$ cat src/rtl/servo_defs.sv
// Shared types and widths for the servo command sequencer.
// Command entries carry a pwm ratio and a dwell time in ticks.
package servo_defs;

    localparam int RATIO_W = 8;
    localparam int DWELL_W = 8;

    typedef enum logic [1:0] {
        ST_IDLE  = 2'd0,
        ST_ARM   = 2'd1,
        ST_DWELL = 2'd2,
        ST_WAIT  = 2'd3
    } seq_state_e;

    typedef struct packed {
        logic [RATIO_W-1:0] ratio;
        logic [DWELL_W-1:0] dwell;
    } cmd_t;

endpackage

$ cat src/rtl/servo_cmd_sequencer_if.sv
// Valid/ready command push channel into the sequencer.
// The source drives the command fields; the sequencer answers with ready.
interface servo_cmd_sequencer_if;
    import servo_defs::*;

    logic               cmd_valid;
    logic               cmd_ready;
    logic [RATIO_W-1:0] cmd_ratio;
    logic [DWELL_W-1:0] cmd_dwell;

    modport master (
        output cmd_valid,
        output cmd_ratio,
        output cmd_dwell,
        input  cmd_ready
    );

    modport slave (
        input  cmd_valid,
        input  cmd_ratio,
        input  cmd_dwell,
        output cmd_ready
    );

endinterface

$ cat src/rtl/servo_cmd_fifo.sv
// Synchronous command FIFO with flush; flush wins over push and pop.
// Pointers wrap naturally because the depth is a power of two.
module servo_cmd_fifo
    import servo_defs::*;
#(
    parameter int DEPTH = 4
) (
    input  logic                 clock,
    input  logic                 reset,
    input  logic                 push,
    input  cmd_t                 din,
    input  logic                 pop,
    input  logic                 flush,
    output cmd_t                 head,
    output logic [$clog2(DEPTH):0] count,
    output logic                 full,
    output logic                 empty
);

    localparam int PTR_W = $clog2(DEPTH);
    localparam int CNT_W = PTR_W + 1;

    cmd_t             mem [DEPTH];
    logic [PTR_W-1:0] wr_q, wr_d;
    logic [PTR_W-1:0] rd_q, rd_d;
    logic [CNT_W-1:0] cnt_q, cnt_d;
    logic             do_push;
    logic             do_pop;

    assign full    = (cnt_q == CNT_W'(DEPTH));
    assign empty   = (cnt_q == '0);
    assign do_push = push && !full && !flush;
    assign do_pop  = pop && !empty && !flush;
    assign head    = mem[rd_q];
    assign count   = cnt_q;

    // Pointer and occupancy next-state, flush empties everything.
    always_comb begin
        wr_d  = wr_q;
        rd_d  = rd_q;
        cnt_d = cnt_q;
        if (flush) begin
            wr_d  = '0;
            rd_d  = '0;
            cnt_d = '0;
        end else begin
            if (do_push) wr_d = wr_q + PTR_W'(1);
            if (do_pop)  rd_d = rd_q + PTR_W'(1);
            cnt_d = cnt_q + CNT_W'(do_push) - CNT_W'(do_pop);
        end
    end

    // Occupancy registers.
    always_ff @(posedge clock or posedge reset) begin
        if (reset) begin
            wr_q  <= '0;
            rd_q  <= '0;
            cnt_q <= '0;
        end else begin
            wr_q  <= wr_d;
            rd_q  <= rd_d;
            cnt_q <= cnt_d;
        end
    end

    // Storage array, written only on an accepted push.
    always_ff @(posedge clock) begin
        if (do_push) mem[wr_q] <= din;
    end

endmodule

$ cat src/rtl/servo_cmd_sequencer.sv
// Timed position command sequencer feeding servo_ctrl.
// Holds each queued target for its dwell, counted in prescaled ticks.
module servo_cmd_sequencer
    import servo_defs::*;
#(
    parameter int TICK_DIV   = 50000,
    parameter int FIFO_DEPTH = 4,
    parameter int ARM_TICKS  = 20
) (
    input  logic                        clock,
    input  logic                        reset,
    input  logic                        enable,
    input  logic [RATIO_W-1:0]          home_ratio,
    servo_cmd_sequencer_if.slave        cmd,
    input  logic                        flush,
    output logic                        pwm_enable,
    output logic [RATIO_W-1:0]          start_pwm_ratio,
    output logic [RATIO_W-1:0]          target_pwm_ratio,
    output logic                        step_done,
    output logic                        busy,
    output logic [$clog2(FIFO_DEPTH):0] fifo_count
);

    localparam int PW = $clog2(TICK_DIV);
    localparam int AW = $clog2(ARM_TICKS + 1);

    seq_state_e         state_q, state_d;
    logic               en_prev_q;
    logic               pwm_q, pwm_d;
    logic [RATIO_W-1:0] start_q, start_d;
    logic [RATIO_W-1:0] target_q, target_d;
    logic [DWELL_W-1:0] dwell_q, dwell_d;
    logic [AW-1:0]      arm_q, arm_d;
    logic [PW-1:0]      presc_q, presc_d;
    logic               step_q, step_d;
    logic               tick;
    logic               expire;
    logic               pop;
    logic               full;
    logic               empty;
    cmd_t               head;
    cmd_t               din;

    assign tick   = (presc_q == PW'(TICK_DIV - 1));
    assign expire = (dwell_q == '0) || (tick && dwell_q == DWELL_W'(1));

    assign cmd.cmd_ready = !full && !flush;
    assign din.ratio     = cmd.cmd_ratio;
    assign din.dwell     = cmd.cmd_dwell;

    servo_cmd_fifo #(
        .DEPTH (FIFO_DEPTH)
    ) u_fifo (
        .clock (clock),
        .reset (reset),
        .push  (cmd.cmd_valid && cmd.cmd_ready),
        .din   (din),
        .pop   (pop),
        .flush (flush),
        .head  (head),
        .count (fifo_count),
        .full  (full),
        .empty (empty)
    );

    // Sequencer next-state: arming, dwell countdown and pops.
    always_comb begin
        state_d  = state_q;
        pwm_d    = pwm_q;
        start_d  = start_q;
        target_d = target_q;
        dwell_d  = dwell_q;
        arm_d    = arm_q;
        step_d   = 1'b0;
        pop      = 1'b0;
        presc_d  = tick ? '0 : presc_q + PW'(1);
        if (!enable) begin
            state_d  = ST_IDLE;
            pwm_d    = 1'b0;
            target_d = '0;
            dwell_d  = '0;
            arm_d    = '0;
            presc_d  = '0;
        end else begin
            unique case (state_q)
                ST_IDLE: begin
                    if (!en_prev_q) begin
                        start_d  = home_ratio;
                        target_d = '0;
                        pwm_d    = 1'b1;
                        arm_d    = '0;
                        presc_d  = '0;
                        state_d  = ST_ARM;
                    end
                end
                ST_ARM: begin
                    if (tick) begin
                        if (arm_q == AW'(ARM_TICKS - 1)) begin
                            if (!empty && !flush) pop = 1'b1;
                            else                  state_d = ST_WAIT;
                        end else begin
                            arm_d = arm_q + AW'(1);
                        end
                    end
                end
                ST_DWELL: begin
                    if (flush) begin
                        state_d = ST_WAIT;
                    end else if (expire) begin
                        step_d  = 1'b1;
                        dwell_d = '0;
                        if (!empty) pop = 1'b1;
                        else        state_d = ST_WAIT;
                    end else if (tick) begin
                        dwell_d = dwell_q - DWELL_W'(1);
                    end
                end
                ST_WAIT: begin
                    if (!empty && !flush) pop = 1'b1;
                end
                default: state_d = ST_IDLE;
            endcase
            if (pop) begin
                target_d = head.ratio;
                dwell_d  = head.dwell;
                presc_d  = '0;
                state_d  = ST_DWELL;
            end
        end
    end

    // Sequencer state and registered outputs.
    always_ff @(posedge clock or posedge reset) begin
        if (reset) begin
            state_q   <= ST_IDLE;
            en_prev_q <= 1'b0;
            pwm_q     <= 1'b0;
            start_q   <= '0;
            target_q  <= '0;
            dwell_q   <= '0;
            arm_q     <= '0;
            presc_q   <= '0;
            step_q    <= 1'b0;
        end else begin
            state_q   <= state_d;
            en_prev_q <= enable;
            pwm_q     <= pwm_d;
            start_q   <= start_d;
            target_q  <= target_d;
            dwell_q   <= dwell_d;
            arm_q     <= arm_d;
            presc_q   <= presc_d;
            step_q    <= step_d;
        end
    end

    assign pwm_enable       = pwm_q;
    assign start_pwm_ratio  = start_q;
    assign target_pwm_ratio = target_q;
    assign step_done        = step_q;
    assign busy             = (state_q == ST_ARM) || (state_q == ST_DWELL);

endmodule

$ cat src/flat_wrapper.sv
// flat-port wrapper written by rule: the top's interface ports become plain ports
module servo_cmd_sequencer_flat import servo_defs::*;
#(
    parameter int TICK_DIV   = 50000,
    parameter int FIFO_DEPTH = 4,
    parameter int ARM_TICKS  = 20
)
  (clock, reset, enable, home_ratio, flush, pwm_enable, start_pwm_ratio, target_pwm_ratio, step_done, busy, fifo_count, cmd_cmd_valid, cmd_cmd_ratio, cmd_cmd_dwell, cmd_cmd_ready);
  servo_cmd_sequencer_if cmd_i ();
  input  logic clock;
  input  logic reset;
  input  logic enable;
  input  logic [RATIO_W-1:0] home_ratio;
  input  logic flush;
  output logic pwm_enable;
  output logic [RATIO_W-1:0] start_pwm_ratio;
  output logic [RATIO_W-1:0] target_pwm_ratio;
  output logic step_done;
  output logic busy;
  output logic [$clog2(FIFO_DEPTH):0] fifo_count;
  input wire logic [$bits(cmd_i.cmd_valid)-1:0] cmd_cmd_valid;
  input wire logic [$bits(cmd_i.cmd_ratio)-1:0] cmd_cmd_ratio;
  input wire logic [$bits(cmd_i.cmd_dwell)-1:0] cmd_cmd_dwell;
  output wire logic [$bits(cmd_i.cmd_ready)-1:0] cmd_cmd_ready;
  assign cmd_i.cmd_valid = cmd_cmd_valid;
  assign cmd_i.cmd_ratio = cmd_cmd_ratio;
  assign cmd_i.cmd_dwell = cmd_cmd_dwell;
  assign cmd_cmd_ready = cmd_i.cmd_ready;
  servo_cmd_sequencer #(.TICK_DIV(TICK_DIV), .FIFO_DEPTH(FIFO_DEPTH), .ARM_TICKS(ARM_TICKS)) u_core (.clock(clock), .reset(reset), .enable(enable), .home_ratio(home_ratio), .cmd(cmd_i), .flush(flush), .pwm_enable(pwm_enable), .start_pwm_ratio(start_pwm_ratio), .target_pwm_ratio(target_pwm_ratio), .step_done(step_done), .busy(busy), .fifo_count(fifo_count));
endmodule
$ cat config.mk
export PLATFORM = sky130hd
export DESIGN_NAME = servo_cmd_sequencer_flat
export DESIGN_NICKNAME = d
export VERILOG_FILES = /design/src/rtl/servo_defs.sv /design/src/rtl/servo_cmd_sequencer_if.sv /design/src/rtl/servo_cmd_fifo.sv /design/src/rtl/servo_cmd_sequencer.sv /design/src/flat_wrapper.sv
export SDC_FILE = /design/constraint.sdc
export NUM_CORES = 1
export LEC_CHECK = 0
export ABC_AREA = 1
export BUFFER_PORTS_ARGS = -buffer_cell sky130_fd_sc_hd__buf_4
export CORE_MARGIN = 2
export CORE_UTILIZATION = 53
export DETAILED_ROUTE_END_ITERATION = 10
export PLACE_DENSITY = 0.77
export SETUP_SLACK_MARGIN = 0.5
export SYNTH_ARGS = -nofsm -noshare
export SYNTH_HDL_FRONTEND = slang
export SYNTH_SLANG_ARGS = --single-unit
export TNS_END_PERCENT = 20
$ cat constraint.sdc
create_clock -name clock -period 2.6 [get_ports clock]
set_input_delay 0.65 -clock clock [delete_from_list [all_inputs] [get_ports clock]]
set_output_delay 0.65 -clock clock [all_outputs]
set_load 0.05 [all_outputs]
==> flow_metrics.tcl, run 1 <==
set metrics [dict create \
    rsz0062_at_grt "true" \
    dp_hpwl_um 7560 \
    dp_slack_ns -0.0716 \
    final_nets 684 \
    core_area_um2 10200 \
    via_count 4506 \
    critPathLaunchType "flop" \
    ir_drop_uv 689 \
    finalCritPeriodShare_pct 105 \
    violations "negative setup slack" \
    yosysTopAreaCellShare_pct 34.6 \
    clock_skew_ns 0.00818 \
    yosys_warnings 0 \
    first_global_vias 4189 \
    grt_pass1_wl_um 19900 \
    cts_hold_buf 0 \
    grt_max_degree 35 \
    drv_cap 0 \
    syn_area_per_cell_um2 10.4 \
    power.leakage_uw 0.00319 \
    cts.clk_slew.worst_paths_ns 0.06 \
    min_period_ns 2.74 \
    critical_path_class "flop to flop" \
    slew_violations 0 \
    grt_remaining_overflow 0 \
    hold_violations 0 \
    cts_sinks 121 \
    io_buffer_count 51 \
    synth_cells 533 \
    wire_per_inst_um 18.0 \
    first_iter_violations 366 \
    relSlewSlack_pct 48.9 \
    clkLatencyLatePin_ns 0.53 \
    rows 37 \
    status "finished with violations" \
    worstMarginPinSlew_ns 0.766 \
    setup_ws_ns -0.136 \
    die_area_um2 11300 \
    start_util_pct 54.2 \
    crit_required_ns 3.02 \
    root_buffer "clkbuf_8" \
    worst_setup_path_end_kind "flop" \
    timing.hold.ws_ns 0.177 \
    fp.dieH_um 106 \
    via_per_inst 5.71 \
    synth_area_um2 5550 \
    area_growth_pct 32.8 \
    synth_nets 577 \
    cts_max_level 4 \
    antenna_found_initial 0 \
    ys_seq_area_share_pct 60.4 \
    ys_ff_latch 121 \
    cp.arrival_ns 3.16 \
    ys_types 37 \
    ant_nets 0 \
    layout-drive-gt1-share_pct 34.3 \
    die_x_um 106 \
    cp_max_fo 3 \
    first_pass_iters 5 \
    fmax_mhz 365 \
    cts_buffer_depth 2 \
    wl_um 14200 \
    antenna_cells 0 \
    cts_buffers 17 \
    drc_errors 0 \
    io_pins 52 \
    synth_area_leaders "edfxtp_1 35%, dfrtp_1 26%, nand2_1 8.9%" \
    cts_tree "done" \
    finalSetupViolations 2 \
    p_per_area_nw_per_um2 899 \
    hp-class "input port to asynchronous set/reset pin" \
    grt_use_total_pct 23.2 \
    yosys.area.top_type "edfxtp_1" \
    gp_congestion 0.855 \
]
## cells by family (layout without fill, tap and decap cells)
kind of cell,Yosys count,in the layout,share of synthesized area (%)
simple gates,251,252,20.0
flops,121,121,60.4
compound gates,64,64,7.58
buf+inv,57,176,4.24
xor+xnor,17,17,2.68
fa+ha+maj,15,15,3.52
mux,8,8,1.62
## power breakdown
| part | total [uW] | switching, uW | internal [uW] |
|---|---|---|---|
| logic | 2140 | 1290 | 849 |
| clock network | 2110 | 919 | 1190 |
| registers | 2380 | 156 | 2220 |
## placed cells by master, fill, tap and decap left out, types with 3 or more instances in the layout
master,count
nand2_1,112
buf_4,92
edfxtp_1,64
dfrtp_1,54
nor2_1,42
inv_1,31
nand3_1,28
clkbuf_16,17
a21oi_1,16
a32o_1,16
nand2_2,15
xor2_1,11
inv_2,9
o21ai_0,9
ha_1,9
nand2_4,8
nand3_2,8
o21ai_2,8
mux2_2,8
nor2_4,7
o21ai_1,7
nor2_2,6
nand4_1,6
inv_6,6
xnor2_1,6
nor3_1,5
buf_6,5
ha_4,4
clkinvlp_4,4
nand3_4,3
nor4_1,3
buf_12,3
dfrtp_2,3
## through the flow
step           setup TNS, ns  std cells  utilization (%)  area, um2  total power [uW]
3_3_place_gp         -0.0215        731             61.4       6280              3950
5_1_grt               -0.402        789             72.0       7370              6880
3_5_place_dp          -0.117        731             61.4       6280              3990
2_1_floorplan              0        533                -       5600              3540
4_1_cts                    0        777             68.0       6960              6220
6_report              -0.261        789             72.0       7370              6620
## path summary, 6_finish.rpt
kind / start / end / slack (ns) / depth (start not counted)
min reg2reg: u_core.target_pwm_ratio[2]$_DFFE_PP0P_ / u_core.target_pwm_ratio[2]$_DFFE_PP0P_ / 0.49 / 2
min in group clock: cmd_cmd_ratio[2] / u_core.u_fifo.mem[1][10]$_DFFE_PP_ / 0.32 / 1
max reg2reg: u_core.dwell_q[3]$_DFFE_PP0P_ / u_core.u_fifo.count[1]$_DFF_PP0_ / -0.14 / 16
max: u_core.dwell_q[3]$_DFFE_PP0P_ / u_core.u_fifo.count[1]$_DFF_PP0_ / -0.14 / 16
min: reset / u_core.target_pwm_ratio[2]$_DFFE_PP0P_ / 0.18 / 2
max in group asynchronous: reset / u_core.u_fifo.count[1]$_DFF_PP0_ / 1.81 / 3
## metal layers
metal | GRT usage [%] | part of all wire, %
met4 | 8.74 | 3.8
met5 | 0 | 0
met3 | 5.76 | 6.2
met1 | 28.1 | 38
met2 | 40.1 | 52
## critical path, cell delays in order (launching register included)
cell     delay (ns)
dfrtp_1        0.40
buf_4          0.16
nor2_1         0.27
nand3_2        0.16
nand2_2        0.12
nand3_2        0.09
nand2_2        0.11
nand2_2        0.06
nand2_4        0.10
nand2_8        0.06
nor2_4         0.12
ha_4           0.21
inv_4          0.05
ha_4           0.11
inv_2          0.03
fa_2           0.52
nor2_1         0.04
## cell usage after synthesis
| master | instances |
|---|---|
| nand3_2 | 2 |
| nor3_1 | 7 |
| nand2_4 | 2 |
| fa_1 | 1 |
| o21ai_1 | 14 |
| ha_1 | 14 |
| edfxtp_1 | 64 |
| o21a_1 | 1 |
| nand2_8 | 1 |
| mux2_2 | 8 |
| dfrtp_1 | 57 |
| nor2_2 | 3 |
| xor2_1 | 11 |
| nor2_1 | 50 |
| nor4_1 | 4 |
| a21oi_1 | 17 |
| nor2_4 | 2 |
| buf_2 | 2 |
| nor3b_1 | 3 |
| nand2_1 | 131 |
| o21ai_2 | 2 |
| nand3_1 | 36 |
| buf_4 | 1 |
| a32o_1 | 16 |
| clkbuf_1 | 10 |
| nand2_2 | 3 |
| a211oi_1 | 1 |
| inv_2 | 3 |
| inv_1 | 38 |
| buf_6 | 2 |
| nand4_1 | 6 |
| a21boi_0 | 2 |
| xnor2_1 | 6 |
| o21ai_0 | 9 |
| a31oi_1 | 2 |
| clkinv_1 | 1 |
| and3_1 | 1 |
## registers in the layout (all words and copies together) (netlist names), 3 cells and up
register                 count
u_core.u_fifo.mem           64
u_core.presc_q              16
u_core.dwell_q               8
u_core.start_pwm_ratio       8
u_core.target_pwm_ratio      8
u_core.arm_q                 5
u_core.u_fifo.count          3
## repair_timing
item / 4_1_cts / 5_1_grt
setup buffers: 14 / 10
gates cloned: 0 / 2
pin swaps: 10 / 37
endpoints found under the setup margin: 44 / 49
gates resized for setup: 8 / 73
## cell type report
type / count / area, um2
clock inverter: 14 / 113
multi-input combinational: 356 / 2300
fill: 641 / 2860
timing repair buffer: 102 / 847
sequential: 121 / 3350
inverter: 42 / 165
clock buffer: 18 / 418
tap: 136 / 170
Power figures use the tool's default switching activity.
==> inputs of run 2 (changes only) <==
--- a/config.mk
+++ b/config.mk
@@ -12,6 +12,7 @@
 export DETAILED_ROUTE_END_ITERATION = 10
 export PLACE_DENSITY = 0.77
 export SETUP_SLACK_MARGIN = 0.5
+export SKIP_CTS_REPAIR_TIMING = 1
 export SYNTH_ARGS = -nofsm -noshare
 export SYNTH_HDL_FRONTEND = slang
 export SYNTH_SLANG_ARGS = --single-unit
==> run 2 against run 1 <==
  * The flow still finishes with violations (negative setup slack)
  * Register-to-register slack better by 0.12 ns
  * Utilization shrank 2.6 points
  * Via count fell by 7.9%
  * Combinational power down 15%
  * Clock skew hardly changed
  * Routed wire length down 15%
  * Die area unchanged
  * Critical path depth up 3
  * Sequential power barely moved
  * Critical endpoint is now u_core.u_fifo.count[2]$_DFF_PP0_
  * Largest power group unchanged
  * Highest routed layer unchanged
==> flow_metrics.tcl, run 2 (synthesis results as in run 1) <==
set metrics [dict create \
    status "finished with violations" \
    violations "negative setup slack" \
    min_period_ns 2.62 \
    reg_top3 "u_core.u_fifo.mem: 64 flops, u_core.presc_q: 16 flops" \
    drv_cap 0 \
    rows 37 \
    grt_use_total_pct 22.2 \
    layout-drive-gt1-share_pct 30.2 \
    worstMarginPinSlew_ns 0.743 \
    hp-class "input port to asynchronous set/reset pin" \
    first_pass_iters 4 \
    antenna_cells 0 \
    final_area_um2 7100 \
    cts_max_level 4 \
    clock_skew_ns 0.00787 \
    cts_sinks 121 \
    wl_um 12100 \
    ir_drop_uv 681 \
    fmax_mhz 382 \
    fp.dieH_um 106 \
    worst_setup_path_end_kind "flop" \
    final_nets 666 \
    utilization_pct 69.4 \
    critical_path_class "flop to flop" \
    power.leakage_uw 0.00304 \
    layout_common_cells "121 x nand2_1, 82 x buf_4, 64 x edfxtp_1" \
    cp_num_buf_inv 3 \
    ant_nets 0 \
    finalSetupViolations 1 \
    grt_pass1_wl_um 19100 \
    hold_violations 0 \
    placed_area_um2 6280 \
    total_power_uw 6260 \
    first_iter_violations 250 \
    via_count 4149 \
    setup_ws_ns -0.0186 \
    critPathLaunchType "flop" \
    core_area_um2 10200 \
    die_area_um2 11300 \
    timing.hold.ws_ns 0.166 \
    finalCritPeriodShare_pct 101 \
    first_global_vias 4072 \
    gp_congestion 0.855 \
    cts.clk_slew.worst_paths_ns 0.06 \
    io_pins 52 \
    wire_per_inst_um 15.7 \
    cp_max_fo 3 \
    cp.arrival_ns 3.07 \
    grt_max_degree 35 \
    largest_reg_flops 64 \
    cpMostUsedCell "nand2_2" \
    worstPathCellList "inv_2 > ha_4 > nand2_4 > nor2_4 > nand2_2 > nand2_2 > nand3_2 > nand2_2 > nand2_2 > nand2_4 > nand2_8 > nor2_4 > ha_4 > inv_4 > ha_4 > inv_2 > fa_2 > xor2_1 > nor2_1" \
    crit_required_ns 3.05 \
    antenna_found_initial 0 \
    clkLatencyLatePin_ns 0.52 \
    relSlewSlack_pct 50.4 \
    final_common_cell "nand2_1" \
    slew_violations 0 \
    rsz0062_at_grt "true" \
    area_growth_pct 28.0 \
    top_register "u_core.u_fifo.mem" \
    die_x_um 106 \
    critPathTopFamily "simple AND/OR/NAND/NOR gates" \
    root_buffer "clkbuf_8" \
    cts_tree "done" \
    io_buffer_count 51 \
    cts_buffer_depth 2 \
    drc_errors 0 \
    slowest_stage "dfrtp_1" \
    via_per_inst 5.38 \
    cts_buffers 17 \
    dp_hpwl_um 7560 \
    grt_remaining_overflow 0 \
    p_per_area_nw_per_um2 882 \
    start_util_pct 54.2 \
    max_stage_delay_ns 0.41 \
]
[run 2: stage by stage]
stage / instances / setup TNS, ns / setup WS (ns)
after floorplan: 533 / 0 / 0.00855
after global placement: 731 / -0.0215 / -0.0215
after detailed placement: 731 / -0.117 / -0.0716
after CTS: 763 / -0.136 / -0.0777
after global routing: 771 / -0.230 / -0.148
final: 771 / -0.0186 / -0.0186
[run 2: path summary, 6_finish.rpt]
path,end,slack [ns],startpoint,cells past startpoint
hold reg to reg,u_core.target_pwm_ratio[2]$_DFFE_PP0P_,0.49,u_core.target_pwm_ratio[2]$_DFFE_PP0P_,2
setup reg to reg,u_core.u_fifo.count[2]$_DFF_PP0_,-0.02,u_core.dwell_q[0]$_DFFE_PP0P_,19
min in group clock,u_core.u_fifo.mem[2][10]$_DFFE_PP_,0.32,cmd_cmd_ratio[2],1
max in group asynchronous,u_core.u_fifo.count[1]$_DFF_PP0_,1.85,reset,3
setup / recovery,u_core.u_fifo.count[2]$_DFF_PP0_,-0.02,u_core.dwell_q[0]$_DFFE_PP0P_,19
hold / removal,u_core.target_pwm_ratio[2]$_DFFE_PP0P_,0.17,reset,2
[run 2: cell type report]
| cell class | count | area (um2) |
|---|---|---|
| flip-flops and latches | 121 | 3350 |
| fillers | 702 | 3130 |
| multi-input cells | 355 | 2220 |
| repair buffers | 85 | 667 |
| clock buffers | 18 | 418 |
| well taps | 136 | 170 |
| inverters | 42 | 160 |
| clock inverters | 14 | 113 |
[run 2: layer usage]
layer	vias to the layer above	wire, um	GRT usage [%]
met4	0	212	8.27
met5	-	0	0
li1	1996	-	-
met1	2014	5050	27.3
met3	23	557	5.70
met2	116	6300	37.9
[run 2: report_power, final]
part	switching [uW]	internal, uW	total (uW)
Combinational	1130	679	1810
Sequential	148	2220	2370
Clock	900	1190	2090
Total	2170	4090	6260
